--- src/rtl/cla_seq_pkg.sv ---
// rtl/cla_seq_pkg.sv - shared types and helpers for the nibble-serial CLA adder
package cla_seq_pkg;

    localparam int NIBBLE_W = 4;

    typedef enum logic [1:0] {
        IDLE = 2'd0,
        RUN  = 2'd1,
        DONE = 2'd2
    } state_t;

    function automatic int nibbles(input int width);
        return width / NIBBLE_W;
    endfunction

endpackage

--- src/rtl/cla4_slice.sv ---
// rtl/cla4_slice.sv - combinational 4-bit carry-lookahead slice with group generate/propagate
module cla4_slice (
    input  logic [3:0] a,
    input  logic [3:0] b,
    input  logic       c0,
    output logic [3:0] s,
    output logic       g,
    output logic       p
);

    logic [3:0] gi;
    logic [3:0] pi;
    logic [3:0] c;

    assign gi = a & b;
    assign pi = a ^ b;

    // Internal carries are expanded directly from c0 so no ripple path exists inside the slice.
    assign c[0] = c0;
    assign c[1] = gi[0] | (pi[0] & c0);
    assign c[2] = gi[1] | (pi[1] & gi[0]) | (pi[1] & pi[0] & c0);
    assign c[3] = gi[2] | (pi[2] & gi[1]) | (pi[2] & pi[1] & gi[0])
                | (pi[2] & pi[1] & pi[0] & c0);

    assign s = pi ^ c;

    // Group terms exclude c0; the caller forms carry-out as g | (p & c0).
    assign g = gi[3] | (pi[3] & gi[2]) | (pi[3] & pi[2] & gi[1])
             | (pi[3] & pi[2] & pi[1] & gi[0]);
    assign p = &pi;

endmodule

--- src/rtl/cla4_seq_adder_ctrl.sv ---
// rtl/cla4_seq_adder_ctrl.sv - nibble-serial adder sequencing one CLA slice with valid/ready handshakes
module cla4_seq_adder_ctrl
    import cla_seq_pkg::*;
#(
    parameter int WIDTH          = 16,
    parameter int APPROX_NIBBLES = 0
) (
    input  logic             clk,
    input  logic             rst,
    input  logic             in_valid,
    output logic             in_ready,
    input  logic [WIDTH-1:0] a,
    input  logic [WIDTH-1:0] b,
    input  logic             cin,
    output logic             out_valid,
    input  logic             out_ready,
    output logic [WIDTH-1:0] sum,
    output logic             cout
);

    localparam int NIB   = nibbles(WIDTH);
    localparam int IDX_W = (NIB > 1) ? $clog2(NIB) : 1;
    localparam int LSB_W = IDX_W + 2;

    localparam logic [IDX_W-1:0] LAST_IDX = IDX_W'(NIB - 1);

    state_t           state;
    logic [WIDTH-1:0] a_reg;
    logic [WIDTH-1:0] b_reg;
    logic             carry;
    logic [IDX_W-1:0] idx;

    logic [LSB_W-1:0]    nib_lsb;
    logic [NIBBLE_W-1:0] slice_a;
    logic [NIBBLE_W-1:0] slice_b;
    logic [NIBBLE_W-1:0] slice_s;
    logic                slice_g;
    logic                slice_p;
    logic                carry_raw;
    logic                carry_next;

    // Bit offset of the active nibble: idx * 4.
    assign nib_lsb = {idx, 2'b00};
    assign slice_a = a_reg[nib_lsb +: NIBBLE_W];
    assign slice_b = b_reg[nib_lsb +: NIBBLE_W];

    cla4_slice u_slice (
        .a  (slice_a),
        .b  (slice_b),
        .c0 (carry),
        .s  (slice_s),
        .g  (slice_g),
        .p  (slice_p)
    );

    assign carry_raw = slice_g | (slice_p & carry);

    // Low nibbles inside the approximate region never pass a carry upward.
    always_comb begin
        carry_next = carry_raw;
        if (int'(idx) < APPROX_NIBBLES) begin
            carry_next = 1'b0;
        end
    end

    always_ff @(posedge clk) begin
        if (rst) begin
            state     <= IDLE;
            in_ready  <= 1'b1;
            out_valid <= 1'b0;
            sum       <= '0;
            cout      <= 1'b0;
            idx       <= '0;
            carry     <= 1'b0;
            a_reg     <= '0;
            b_reg     <= '0;
        end else begin
            case (state)
                IDLE: begin
                    if (in_valid) begin
                        a_reg    <= a;
                        b_reg    <= b;
                        carry    <= cin;
                        idx      <= '0;
                        in_ready <= 1'b0;
                        state    <= RUN;
                    end
                end
                RUN: begin
                    sum[nib_lsb +: NIBBLE_W] <= slice_s;
                    if (idx == LAST_IDX) begin
                        cout      <= carry_next;
                        out_valid <= 1'b1;
                        state     <= DONE;
                    end else begin
                        idx   <= idx + 1'b1;
                        carry <= carry_next;
                    end
                end
                DONE: begin
                    // in_ready rises only after this edge, so accept never coincides with the out handshake.
                    if (out_ready) begin
                        out_valid <= 1'b0;
                        in_ready  <= 1'b1;
                        state     <= IDLE;
                    end
                end
                default: begin
                    state     <= IDLE;
                    in_ready  <= 1'b1;
                    out_valid <= 1'b0;
                end
            endcase
        end
    end

endmodule
--- config.mk ---
export PLATFORM = sky130hd
export DESIGN_NAME = cla4_seq_adder_ctrl
export DESIGN_NICKNAME = d
export VERILOG_FILES = /design/src/rtl/cla_seq_pkg.sv /design/src/rtl/cla4_slice.sv /design/src/rtl/cla4_seq_adder_ctrl.sv
export SDC_FILE = /design/constraint.sdc
export NUM_CORES = 1
export LEC_CHECK = 0
export ABC_CLOCK_PERIOD_IN_PS = 6200
export CAP_MARGIN = 20
export CORE_AREA = 5 5 89 91
export CTS_CLUSTER_DIAMETER = 30
export DETAILED_ROUTE_END_ITERATION = 8
export DIE_AREA = 0 0 94 96
export PLACE_DENSITY = 0.68
export SLEW_MARGIN = 20
export SYNTH_ARGS = -nofsm -noshare
export SYNTH_HDL_FRONTEND = slang
export SYNTH_SLANG_ARGS = --single-unit
--- constraint.sdc ---
create_clock -name clk -period 6.2 [get_ports clk]
set_input_delay 1.24 -clock clk [delete_from_list [all_inputs] [get_ports clk]]
set_output_delay 1.24 -clock clk [all_outputs]
set_load 0.03 [all_outputs]
Word level (Yosys, flattened, before mapping)
Cells that the tools add are included.
Word-level totals
  output and inout bits: 19
  input port bits: 37
  flip-flop bits (word level): 56
  word-level logic and storage cells: 78
Cells by class
  shift operators: 4
  multiplexer cells: 17
  reduce and logical (&&, ||, !) cells: 9
  bitwise gates (word level): 30
  $add $sub $neg: 2
  eq/ne operators: 7
Operator list (count)
  $shiftx 16x5->4: 2
  $bwmux 16: 1
  $shift 4x6->16 const A: 1
  $shiftx 4x6->16: 1
  $and 1x1->1: 15
  $reduce_and 3->1: 4
  $mux 2: 5
  $or 1x1->1: 10
  $ne 2x2->1 const B: 4
  $xor 4x4->4: 2
  $mux 1: 6
  $neg 4->6: 1
  $pmux 1 s3: 2
  $pmux 2 s3: 1
  $and 4x4->4: 1
  $eq 2x2->1 const B: 2
  $pmux 2 s2: 1
  $reduce_and 2->1: 2
  $reduce_and 4->1: 1
  $add 2x1->2 const B: 1
  $eq 2x1->1 const B: 1
  $logic_not 2->1: 1
  $not 1->1: 2
  $pmux 1 s2: 1
  $reduce_bool 2->1: 1

Logic depth before layout (Yosys ltp)
Gate-level depths: netlist of the first run.
  word-level depth: 9
  depth in mapped cells: 7
  mapped depth without buffers: 6

Cells and area by module
Synthesis of the first run repeated with hierarchy kept, for this count alone.
Unflattened totals
  cell total of the unflattened synthesis: 284
  area total of the unflattened synthesis: 2598.7 µm²
By module, submodules not included
  cla4_seq_adder_ctrl: times used 1, area each 2416.1 µm², cells each 262, seq. area each 1121.1 µm²
  cla4_slice: times used 1, area each 182.7 µm², cells each 22, seq. area each 0.0 µm²

Worst setup path before layout of the first run
Ideal clock, no wire load.
  path kind: register -> register
  from: reg idx[0]
  to: reg sum[3]
  path buffers: 1
  clock period less this slack: 2.632 ns
  arrival: 2.505 ns
  setup time: 0.127 ns
  cell stages (with the launch flop): 8
  data required time: 6.073 ns
  slack: 3.568 ns
  cells stage by stage: dfxtp_1 buf_4 mux4_2 ha_1 a211o_1 a31o_2 xnor2_1 o31ai_1
Between the ends
  longest elaborated chain between the ends: 9
  elaborated cells between the ends (all ways): 24
  classes of those cells: 1 x add/sub; 4 x shift; 1 x mux; 18 x bitwise
Ends and longest elaborated chain
  start, declared: RTL line cla4_seq_adder_ctrl.sv:31  | logic [IDX_W-1:0] idx;
  start signal, assigned: RTL line cla4_seq_adder_ctrl.sv:96  | idx <= idx + 1'b1;
  $shiftx 16x5->4, on equally long branches: RTL line cla4_seq_adder_ctrl.sv:44, cla4_seq_adder_ctrl.sv:45
  $xor 4x4->4 / $and 4x4->4 (equally long branches): RTL line cla4_slice.sv:16, cla4_slice.sv:15
  $and 1x1->1, on equally long branches: RTL line cla4_slice.sv:22, cla4_slice.sv:23
  $or 1x1->1 (tied with other cells): RTL line cla4_slice.sv:22  | assign c[3] = gi[2] | (pi[2] & gi[1]) | (pi[2] & pi[1] & gi[0])
  $or 1x1->1 / $and 1x1->1 (equally long branches): RTL line cla4_slice.sv:22, cla4_slice.sv:23
  $or 1x1->1: RTL line cla4_slice.sv:23  | | (pi[2] & pi[1] & pi[0] & c0);
  $xor 4x4->4: RTL line cla4_slice.sv:25  | assign s = pi ^ c;
  $shiftx 4x6->16: RTL line cla4_seq_adder_ctrl.sv:90  | sum[nib_lsb +: NIBBLE_W] <= slice_s;
  $bwmux 16 (*): RTL line cla4_seq_adder_ctrl.sv:90
  end signal, assigned by index: RTL line cla4_seq_adder_ctrl.sv:90
  end, declared: RTL line cla4_seq_adder_ctrl.sv:17  | output logic [WIDTH-1:0] sum,
Mark *: on every way between the ends. The rest lies on a longest branch, timed or not.
A chain may end at the register's enable or synchronous reset.

Worst setup path in the final report of the first run
Ends and elaborated chain as after synthesis.

==> results of run 1 <==
==> metal layers <==
layer | vias to the layer above | routed length (um) | track usage
met5 | - | 0 | 0
met4 | 0 | 78 | 0.0469
met3 | 6 | 261 | 0.0274
met2 | 53 | 2580 | 0.205
met1 | 969 | 2690 | 0.168
li1 | 1051 | - | -
==> final cells by class <==
cell class                      count  area [um2]  share of cell area
Clock buffer                        5        68.8              0.0215
Clock inverter                      3        25.0             0.00781
Inverter                            4        15.0             0.00469
Multi-Input combinational cell    201        1270               0.398
Sequential cell                    56        1120               0.350
Tap cell                           99         124              0.0387
Timing Repair Buffer               57         576               0.180
==> synthesized netlist by cell type (2+ instances only) <==
| master | n |
|---|---|
| o21ai_0 | 2 |
| mux4_2 | 8 |
| o21ai_1 | 3 |
| nand2_1 | 77 |
| clkbuf_1 | 10 |
| a32oi_1 | 4 |
| inv_1 | 4 |
| nand2b_1 | 4 |
| dfxtp_1 | 56 |
| a22oi_1 | 9 |
| nor2b_1 | 2 |
| ha_1 | 11 |
| nand3_1 | 3 |
| buf_2 | 4 |
| a21oi_1 | 36 |
| nor2_1 | 19 |
| nand3b_1 | 4 |
| nor3b_2 | 3 |
| a211o_1 | 2 |
==> worst max path at each step <==
stage / from / endpoint / slack [ns] / depth (start not counted)
detailed placement: in_valid / carry$_SDFFE_PP0P_ / 2.69 / 4
global route: idx[0]$_SDFFE_PP0P_ / sum[15]$_SDFFE_PP0P_ / 2.86 / 6
CTS: idx[0]$_SDFFE_PP0P_ / sum[3]$_SDFFE_PP0P_ / 3.01 / 6
global placement: in_valid / carry$_SDFFE_PP0P_ / 2.78 / 4
finish: idx[0]$_SDFFE_PP0P_ / sum[3]$_SDFFE_PP0P_ / 3.06 / 6
floorplan: idx[0]$_SDFFE_PP0P_ / sum[3]$_SDFFE_PP0P_ / 3.57 / 7
==> kinds of logic (layout without fill, tap and decap cells) <==
logic type	after synthesis	count (layout)	synth area share
xor gates and xnor gates	2	2	0.00710
buffers and inverters	19	69	0.0324
AOI/OAI and AO/OA	61	61	0.149
adders and majority gates	12	12	0.0639
muxes	8	8	0.0730
DFF	56	56	0.454
and+or+nand+nor	118	118	0.221
==> worst max-delay path, cell delays in order, from the launching register on <==
cell and delay (ns):
dfxtp_1 0.96, mux4_2 0.66, ha_1 0.33, a211o_1 0.30
a31o_2 0.26, xnor2_1 0.35, o31ai_1 0.12
==> stage by stage <==
stage / utilization / instances / total power, W / area (um2) / worst slack [ns]
final: 0.454 / 425 / 0.000721 / 3200 / 3.06
after detailed placement: 0.436 / 415 / 0.000517 / 3080 / 2.69
after global placement: 0.436 / 415 / 0.000514 / 3080 / 2.78
after CTS: 0.449 / 423 / 0.000724 / 3170 / 3.01
after global routing: 0.454 / 425 / 0.000754 / 3200 / 2.86
after floorplan: - / 276 / 0.000470 / 2470 / 3.57
==> power by group <==
group / switching, W / internal, W
Combinational: 0.0000615 / 0.0000590
Clock: 0.000127 / 0.0000826
Sequential: 0.0000146 / 0.000376
Total: 0.000203 / 0.000518
==> metrics.txt, run 1 <==
CP required 6.38 ns; Initial Util 0.350; FFs w/ async S/R, synth 0; grt ovf 0; commonest non-fill, non-tap cell in the layout nand2_1; layout cells sized above 1 0.0767; status completed; IO Port Bufs 55; Max Slew Vio Count 0; most frequent cells in the layout nand2_1 (77), dfxtp_1 (56), clkdlybuf4s50_1 (54); first-pass GRT wire length 9080 um; clock-pin slew on the worst setup and hold paths 0.11 ns; post-cts repair resize count 0; R2R depth 6; Final Critical Period 3.14 ns; Final Setup Violations 0; Leakage 1.18 nW; vias per cell 4.89; DP HPWL 4020 um; largest cells by area after synthesis dfxtp_1 (45%), nand2_1 (12%), a21oi_1 (7.3%); final hold violations 0; FP Rows 31; Critical Path AT 3.32 ns; Max Cap Viol 0; Ports 56; Worst Hold Depth 2; clock skew 0.0145 ns; nets@finish 374; CTS buffer count 5; Worst-Margin Slew 1.01 ns; area grow syn2layout 29.8%; vias in the first global route 1,970; Fill cells 719; initial antenna violation count 0; worst min-delay path class reg2reg; Startpoint Class flop; RSZ-0062 raised after global routing no; Cell Pwr Density 225 nW/um2; Routed WL per cell 13.2 um; H-tree Lvls 2; Die Wd 94 um; worst skew pair latency 0.32 ns; die span in y 96 um; CTS Hold Bufs 0; register area share after synthesis 0.454; Mapped Cells 276; Longest Clk Path Bufs 2; Post-DRT Antenna Nets 0; Num Clock Sinks 56; Core Box Area 7060 um2; CP Max Fanout 17; routability congestion estimate 0.780; Post-synth EDFFs 0; Peak VDD IR 104 uV; gr usage total 0.127; maximum clock frequency 319 MHz; Vias 2,079; Synth Register Bits 56; Mapped Area 2470 um2; endpoint kind of the worst setup timing path flop; Syn. warnings 0; Synth Flop Type dfxtp_1; Min Hold Slack 0.461 ns; Synth top area share 0.454; R2R Setup Slk 3.06 ns; Avg Cell Area, Syn 8.94 um2; largest net degree at the start of global routing 59; Rel. slew slack 0.328; Post-CTS Setup Inserts 0; Yosys top cell by area dfxtp_1; Iteration-0 DRC Markers 86; CTS root buf clkbuf_8; TritonCTS clock tree done; die area 9020 um2; FF-to-FF End sum[3]$_SDFFE_PP0P_; Ant. Diodes 0; syn_nets 325; reg2reg start idx[0]$_SDFFE_PP0P_; Unique masters post-synth 34; drt pass-1 iters 4; sum of negative setup slack 0 ns; post-detailed-route DRC marker count 0; hold endpoint b_reg[14]$_SDFFE_PP0P_; hold path start b_reg[14]$_SDFFE_PP0P_; Tcrit/Tclk final 0.506; final WL 5610 um; Crit Path Class reg2reg
Note: power is estimated with default switching activity, not from simulation.
==> run 2: changes to the inputs <==
ABC_CLOCK_PERIOD_IN_PS = 3200   (was 6200)
clock period = 3.2 ns   (was 6.2 ns; I/O delays follow)
==> run 2 against run 1 <==
  * Critical path type unchanged
  * Critical endpoint unchanged
  * Routed wire length up 1.2%
  * Largest cell class unchanged
  * Sequential power increased by 93%
  * Critical path depth did not move
==> metrics.txt, run 2 (synthesized netlist as in run 1, its figures left out) <==
clock skew 0.00689 ns; H-tree Lvls 2; Peak VDD IR 221 uV; Longest Clk Path Bufs 2; RSZ-0062 raised after global routing no; gr usage total 0.132; Worst-Margin Slew 1.01 ns; CTS root buf clkbuf_8; routability congestion estimate 0.825; DP HPWL 4320 um; Ant. Diodes 0; worst skew pair latency 0.31 ns; Vias 2,065; most frequent cells in the layout nand2_1 (77), dfxtp_1 (56), clkdlybuf4s50_1 (54); reg2reg start idx[0]$_SDFFE_PP0P_; first-pass GRT wire length 9380 um; worst min-delay path class reg2reg; Tcrit/Tclk final 0.827; R2R Setup Slk 0.55 ns; post-cts repair resize count 0; final hold violations 0; TritonCTS clock tree done; final WL 5680 um; Max Slew Vio Count 0; Logic pwr share 0.163; Post-CTS Setup Inserts 0; clock network power share 0.314; CP required 3.37 ns; status completed; CTS buffer count 5; maximum clock frequency 378 MHz; drt pass-1 iters 4; Post-Place Cell Area 3110 um2; R2R depth 6; Max Cap Viol 0; Crit Path Class reg2reg; Cell Pwr Density 448 nW/um2; vias in the first global route 2,002; commonest non-fill, non-tap cell in the layout nand2_1; nets@finish 376; FP Rows 31; layout cells sized above 1 0.0793; Initial Util 0.350; largest net degree at the start of global routing 38; post-detailed-route DRC marker count 0; grt ovf 0; Leakage 1.19 nW; FF-to-FF End sum[3]$_SDFFE_PP0P_; die area 9020 um2; Post-DRT Antenna Nets 0; IO Port Bufs 55; die span in y 96 um; Die Wd 94 um; hold path start a_reg[7]$_SDFFE_PP0P_; clock-pin slew on the worst setup and hold paths 0.10 ns; area grow syn2layout 30.3%; Routed WL per cell 13.3 um; Sw Pwr 0.000366 W; hold endpoint a_reg[7]$_SDFFE_PP0P_; Final Setup Violations 0; initial antenna violation count 0; CP Max Fanout 7; Worst Hold Depth 2; P_int 0.00107 W; Final Critical Period 2.65 ns; endpoint kind of the worst setup timing path flop; Flop pwr share 0.523; Final Instance Area 3220 um2; Critical Path AT 2.82 ns; Core Box Area 7060 um2; Startpoint Class flop; vias per cell 4.84; Num Clock Sinks 56; sum of negative setup slack 0 ns; CTS Hold Bufs 0; Fill cells 732; switching fraction of total power 0.254; Rel. slew slack 0.322; Ports 56; Iteration-0 DRC Markers 59
run 2: changes by cell type in the layout (fill, tap and decap cells not counted), sizes merged:
cell | previous run | this run
bufinv | 0 | 1
clkbuf | 5 | 6
clkinvlp | 1 | 0
inv | 6 | 4
buf | 3 | 5
clkinv | 0 | 1
run 2: layout make-up:
type                            count  area, um2  share of cell area
Clock buffer                        6       72.6              0.0226
Clock inverter                      2       35.0              0.0109
Inverter                            4       15.0             0.00467
Multi-Input combinational cell    201       1270               0.396
Sequential cell                    56       1120               0.349
Tap cell                           99        124              0.0385
Timing Repair Buffer               59        576               0.179
run 2: worst max path at each step:
stage                             start                  end  slack [ns]  cells past startpoint
floorplan           idx[0]$_SDFFE_PP0P_  sum[3]$_SDFFE_PP0P_        0.57                      7
global placement    idx[0]$_SDFFE_PP0P_  sum[3]$_SDFFE_PP0P_        0.61                      6
detailed placement  idx[0]$_SDFFE_PP0P_  sum[3]$_SDFFE_PP0P_        0.55                      6
CTS                 idx[0]$_SDFFE_PP0P_  sum[3]$_SDFFE_PP0P_        0.52                      6
global route        idx[0]$_SDFFE_PP0P_  sum[3]$_SDFFE_PP0P_        0.40                      6
finish              idx[0]$_SDFFE_PP0P_  sum[3]$_SDFFE_PP0P_        0.55                      6
run 2: worst max-delay path: stages (launching register included):
cell	delay [ns]
dfxtp_1	0.57
mux4_2	0.62
ha_1	0.35
a211o_1	0.30
a31o_2	0.26
xnor2_1	0.31
o31ai_1	0.12
run 2: stage by stage:
| step | cells | setup WS (ns) | hold WS [ns] | util | power (W) |
|---|---|---|---|---|---|
| 2_1_floorplan | 276 | 0.568 | 0.433 | - | 0.000911 |
| 3_3_place_gp | 419 | 0.612 | 0.442 | 0.440 | 0.00100 |
| 3_5_place_dp | 419 | 0.549 | 0.449 | 0.440 | 0.00101 |
| 4_1_cts | 427 | 0.515 | 0.463 | 0.456 | 0.00145 |
| 5_1_grt | 427 | 0.395 | 0.484 | 0.456 | 0.00151 |
| 6_report | 427 | 0.554 | 0.461 | 0.456 | 0.00144 |
run 2: per-layer routing:
| layer | vias to the layer above | GRT usage | share of wire | wire, um |
|---|---|---|---|---|
| li1 | 1050 | - | - | - |
| met1 | 958 | 0.173 | 0.45 | 2580 |
| met2 | 53 | 0.222 | 0.49 | 2770 |
| met3 | 4 | 0.0258 | 0.051 | 290 |
| met4 | 0 | 0.0361 | 0.0077 | 44 |
| met5 | - | 0 | 0 | 0 |
run 2: power groups by stage:
stage	combinational, W	clock (W)	sequential, W
global placement	0.000232	0	0.000769
detailed placement	0.000236	0	0.000770
finish	0.000235	0.000452	0.000753
CTS	0.000237	0.000463	0.000754
global route	0.000261	0.000494	0.000759
floorplan	0.000142	0	0.000769
